`src/rtl/alu_stage.sv`:
```
// alu_stage: registered 8/16-bit ALU with a multi-cycle shift-add 8x8 multiplier
module alu_stage #(
    parameter int MUL_ITER = 8
) (
    input  logic        clk,
    input  logic        rst,
    input  logic        start,
    input  logic [3:0]  op,
    input  logic        wide,
    input  logic [15:0] a,
    input  logic [15:0] b,
    output logic        busy,
    output logic        done,
    output logic [15:0] result,
    output logic [3:0]  flags
);
    localparam logic [3:0] OP_ADC = 4'd1;
    localparam logic [3:0] OP_SBC = 4'd3;
    localparam logic [3:0] OP_INC = 4'd12;
    localparam logic [3:0] OP_DEC = 4'd13;
    localparam logic [3:0] OP_MUL = 4'd14;
    localparam logic [3:0] OP_CMP = 4'd15;
    localparam logic [0:0] S_IDLE = 1'b0;
    localparam logic [0:0] S_MUL  = 1'b1;

    logic [0:0]  state;
    logic        p_valid, p_wide, p_c;
    logic [3:0]  p_op;
    logic [15:0] p_a, p_b;
    logic [2:0]  cnt;
    logic [15:0] mc, acc, prod;
    logic [7:0]  mp;
    logic        is_mul, accept;
    logic [15:0] av, bv, bo, r, rm;
    logic [16:0] sum, dif;
    logic [3:0]  t;
    logic        ci, sa, sb, c, v;

    assign busy = (state == S_MUL);
    // A latched multiply has not raised busy yet, so it must still block a new request.
    assign is_mul = p_valid && (p_op == OP_MUL);
    assign accept = start && !busy && !is_mul;
    assign prod = acc + (mp[0] ? mc : 16'h0000);

    // single-cycle datapath on the latched operands; flags taken at the active width's top bit
    always_comb begin
        av = p_wide ? p_a : {8'h00, p_a[7:0]};
        bv = p_wide ? p_b : {8'h00, p_b[7:0]};
        t = p_wide ? 4'd15 : 4'd7;
        bo = (p_op == OP_INC || p_op == OP_DEC) ? 16'h0001 : bv;
        ci = (p_op == OP_ADC || p_op == OP_SBC) && p_c;
        sum = {1'b0, av} + {1'b0, bo} + {16'h0000, ci};
        dif = {1'b0, av} - {1'b0, bo} - {16'h0000, ci};
        sa = av[t];
        sb = bo[t];
        r = 16'h0000;
        c = 1'b0;
        v = 1'b0;
        case (p_op)
            4'd0, 4'd1, 4'd12: begin
                r = sum[15:0];
                c = sum[{1'b0, t} + 5'd1];
                v = (sa == sb) && (sum[{1'b0, t}] != sa);
            end
            4'd2, 4'd3, 4'd13, 4'd15: begin
                r = dif[15:0];
                c = dif[{1'b0, t} + 5'd1];
                v = (sa != sb) && (dif[{1'b0, t}] != sa);
            end
            4'd4: r = av & bv;
            4'd5: r = av | bv;
            4'd6: r = av ^ bv;
            4'd7: r = ~av;
            4'd8: begin
                r = {av[14:0], 1'b0};
                c = av[t];
            end
            4'd9: begin
                r = {1'b0, av[15:1]};
                c = av[0];
            end
            4'd10: begin
                r = {av[14:0], p_c};
                c = av[t];
            end
            4'd11: begin
                r = {1'b0, av[15:1]};
                r[t] = p_c;
                c = av[0];
            end
            default: r = 16'h0000;
        endcase
        rm = p_wide ? r : {8'h00, r[7:0]};
    end

    // capture an accepted request so later operand-bus changes cannot disturb it
    always_ff @(posedge clk) begin
        if (rst) begin
            p_valid <= 1'b0;
            p_op <= 4'd0;
            p_wide <= 1'b0;
            p_a <= 16'h0000;
            p_b <= 16'h0000;
            p_c <= 1'b0;
        end else begin
            p_valid <= accept;
            if (accept) begin
                p_op <= op;
                p_wide <= wide;
                p_a <= a;
                p_b <= b;
                p_c <= flags[1];
            end
        end
    end

    // complete single-cycle ops, or step the shift-add multiplier one multiplier bit per edge
    always_ff @(posedge clk) begin
        if (rst) begin
            state <= S_IDLE;
            cnt <= 3'd0;
            mc <= 16'h0000;
            mp <= 8'h00;
            acc <= 16'h0000;
            result <= 16'h0000;
            flags <= 4'h0;
            done <= 1'b0;
        end else begin
            done <= 1'b0;
            if (state == S_MUL) begin
                acc <= prod;
                mc <= {mc[14:0], 1'b0};
                mp <= {1'b0, mp[7:1]};
                cnt <= cnt + 3'd1;
                if (cnt == 3'(MUL_ITER - 1)) begin
                    state <= S_IDLE;
                    result <= prod;
                    flags <= {prod == 16'h0000, prod[15], prod[15:8] != 8'h00, 1'b0};
                    done <= 1'b1;
                end
            end else if (is_mul) begin
                state <= S_MUL;
                acc <= p_b[0] ? {8'h00, p_a[7:0]} : 16'h0000;
                mc <= {7'h00, p_a[7:0], 1'b0};
                mp <= {1'b0, p_b[7:1]};
                cnt <= 3'd1;
            end else if (p_valid) begin
                if (p_op != OP_CMP)
                    result <= rm;
                flags <= {rm == 16'h0000, rm[t], c, v};
                done <= 1'b1;
            end
        end
    end
endmodule

```
`config.mk`:
```
export PLATFORM = sky130hd
export DESIGN_NAME = alu_stage
export DESIGN_NICKNAME = d
export VERILOG_FILES = /design/src/rtl/alu_stage.sv
export SDC_FILE = /design/constraint.sdc
export NUM_CORES = 1
export LEC_CHECK = 0
export ABC_AREA = 1
export ABC_CLOCK_PERIOD_IN_PS = 3590
export CORE_ASPECT_RATIO = 0.9
export CORE_MARGIN = 4
export CORE_UTILIZATION = 30
export DETAILED_ROUTE_END_ITERATION = 10
export GPL_ROUTABILITY_DRIVEN = 0
export GPL_TIMING_DRIVEN = 1
export MAX_ROUTING_LAYER = met4
export SYNTH_ARGS = -nofsm -noshare
export SYNTH_HDL_FRONTEND = slang
export SYNTH_SLANG_ARGS = --single-unit
```
`constraint.sdc`:
```
create_clock -name clk -period 3.59 [get_ports clk]
set_input_delay 0.359 -clock clk [delete_from_list [all_inputs] [get_ports clk]]
set_output_delay 0.359 -clock clk [all_outputs]
set_load 0.02 [all_outputs]
```
==> impl_metrics.tcl <==
set metrics [dict create \
    fin_crit_sh_pct 92.44 \
    antenna_found_initial 0 \
    holdBufCountCts 0 \
    dp.final_hpwl_um 22210 \
    placementRows 59 \
    min_path_cells 2 \
    status "complete, no violations" \
    combPwrFrac_pct 32.3 \
    cap_violations 0 \
    grt.total_usage_pct 17.80 \
    netlist_instances 1425 \
    relSlewSlack_pct 45.87 \
    ant_nets 0 \
    reg2reg_from "p_op[2]" \
    synth_edf_count 0 \
    critPathKind "reg2reg" \
    clk_pin_slew_worst_paths_ps 80 \
    r2r_cells 20 \
    max-vdd-ir-drop_uv 202.0 \
    power_frac_seq_pct 38.1 \
    clock_sinks 102 \
    internal_power_mw 2.040 \
    postLayoutCoreUtil_pct 35.61 \
    slew_viol_final 0 \
    final_common_cell "nand2_1" \
    end_kind "flop" \
    leakage_nw 5.157 \
    startpoint_type "flop" \
    p_switching_mw 1.193 \
    synth_top_area_share_pct 23.15 \
    grt_max_degree 43 \
    drt_iter0_markers 774 \
    setup_ws_ps 271.5 \
    numCtsBuffers 9 \
    root_buffer "clkbuf_16" \
    ios 62 \
    synth_nets 1567 \
    min_period_ps 3318 \
    path_common_cell "inv_1" \
    htree_levels 3 \
    synthArstFlopShare_pct 0 \
    fmax_ghz 0.3013 \
    clockPowerShare_pct 29.6 \
    timing.critical_path.buf_inv 5 \
    clk_path_buf_depth 2 \
    max_stage_delay_ps 360 \
    hold_start "cnt[2]" \
    overflow 0 \
    routed_wl_um 28110 \
    crit_chain "ha_1, inv_1, nor2_4, clkbuf_4, nor2_1, ha_1, inv_1, ha_1, inv_1, nor3_2, and2_1, nand2_1, nand2_1, nand2_1, nand3_1, nand3_2, nand2_2, o21ai_0, o21ai_0, inv_1" \
    crit_family "simple AND/OR/NAND/NOR gates" \
    start_util_pct 30.48 \
    vias_per_cell 4.931 \
    fp.dieH_um 170.7 \
    yosys.area.top_type "dfxtp_1" \
    vias 9270 \
    fin_skew_ps 8.625 \
    yosysSeqAreaShare_pct 23.15 \
    area_growth_pct 16.84 \
    worstReg2RegEnd "result[15]" \
    post_route_cells_drive_above_1_share_pct 7.008 \
    yosys_warnings 0 \
    ys_ff_latch 102 \
    fp.dieW_um 188.8 \
    grt_pass1_vias 8582 \
    dr.pass1.iters 5 \
    diodes 0 \
    cts_tree "yes" \
    holdPathEnd "cnt[2]" \
    fp.coreArea_um2 28940 \
    hold_slack_ps 469.3 \
    hold_path.class "reg2reg" \
    portBuffers 61 \
    crit_required_ps 3840 \
    cp_data_arrival_time_ps 3570 \
    rrSetupSlack_ps 270 \
    wl_per_cell_um 14.95 \
    synthTopCellsByArea "dfxtp_1 23%, nand2_1 17%, ha_1 14%, inv_1 8.8%, nand3_1 6.7%" \
    power_density_nw_per_um2 313.7 \
    place_ws_ps -38.22 \
    power_mw 3.233 \
    crit_fanout 7 \
    mostFrequentLayoutCells "408 x nand2_1, 205 x inv_1, 115 x nor2_1" \
    slowest_stage "dfxtp_1" \
    hold_viol_final 0 \
    die_area_um2 32210 \
    grt_pass1_wl_um 45720 \
    nets 1621 \
    ys_types 41 \
    drc_errors 0 \
    syn_area_um2 8821 \
    setup_viol_count_final 0 \
    synth.avg_cell_area_um2 6.190 \
    p_sw_share_pct 36.90 \
    tightest_slew_ps 811.1 \
    synthFlopType "dfxtp_1" \
    insertion_delay_ps 350 \
]
==> how the worst max path moves through the flow <==
stage,cells after the start,start,endpoint,slack (ps)
finish,20,p_op[2],result[15],270
global route,26,p_op[2],flags[3],-30
CTS,22,p_op[3],flags[3],90
detailed placement,20,p_op[0],flags[3],-40
global placement,20,p_op[0],flags[3],-2
floorplan,20,p_op[2],flags[0],410
==> tightest hold or removal path, delay by kind of cell, from the launching register on <==
| kind | cells | cell delay, ps |
|---|---|---|
| AOI/OAI and AO/OA | 1 | 50 |
| DFF | 1 | 320 |
| and+or+nand+nor | 1 | 60 |
==> power groups by stage <==
stage	combinational [mW]	clock [mW]	sequential [mW]
finish	1.04	0.957	1.23
CTS	0.984	0.980	1.23
global placement	0.971	0	1.26
detailed placement	0.980	0	1.26
floorplan	0.669	0	1.26
global route	1.18	1.02	1.24
==> layout make-up <==
type / instances / area [µm²]
well taps: 396 / 495.5
fillers: 3244 / 18630
inverters: 216 / 815.8
flip-flops and latches: 102 / 2043
clock buffers: 11 / 232.7
clock inverters: 5 / 41.29
repair buffers: 92 / 847.1
multi-input cells: 1058 / 5831
==> stage by stage <==
step	cells	cell area, µm²	setup TNS (ps)
after floorplan	1425	8821	0
after global placement	1859	9866	-2.490
after detailed placement	1859	9866	-38.22
after CTS	1875	10140	0
after global routing	1880	10310	-36.95
final	1880	10310	0
==> what timing repair did <==
action                                  CTS  global route
endpoints found under the setup margin    1             7
pin swaps                                 0             3
cloned                                    0             1
setup buffers                             0             4
resized for setup                         1            26
==> synth_stat cells, drive strengths merged, types with 2 or more instances <==
cell / n
a21oi: 79
a31oi: 31
and2: 2
buf: 25
clkbuf: 24
dfxtp: 102
fa: 5
ha: 97
inv: 216
nand2: 421
nand3: 120
nand3b: 8
nand4: 9
nor2: 125
nor3: 17
nor4: 2
o211ai: 10
o21a: 2
o21ai: 89
o21bai: 5
o22ai: 10
o2bb2ai: 5
o31ai: 2
or2: 8
xnor2: 3
xor2: 6
==> routing by layer <==
metal	up-vias	wire length [µm]	global-route usage (%)
met5	-	0	-
met4	0	661	4.878
met3	42	1873	2.999
met2	321	11660	25.61
met1	4217	13920	25.72
li1	4690	-	-
==> flip-flops by register name, summed over array words and instances, names as in the netlist, 3 cells and up <==
name and flops:
result 16, mp 7, acc 16, cnt 3, p_op 4, flags 4, p_b 16, mc 15
p_a 16
==> cells by family (layout without fill, tap and decap cells) <==
kind of cell	after synthesis	count (layout)	share of synthesized area [%]
AOI/OAI and AO/OA	235	235	14.74
buffers and inverters	265	324	12.16
and+or+nand+nor	712	712	34.17
xor gates and xnor gates	9	9	0.8937
adders and majority gates	102	102	14.89
DFF	102	102	23.15
Power figures use the tool's default switching activity.
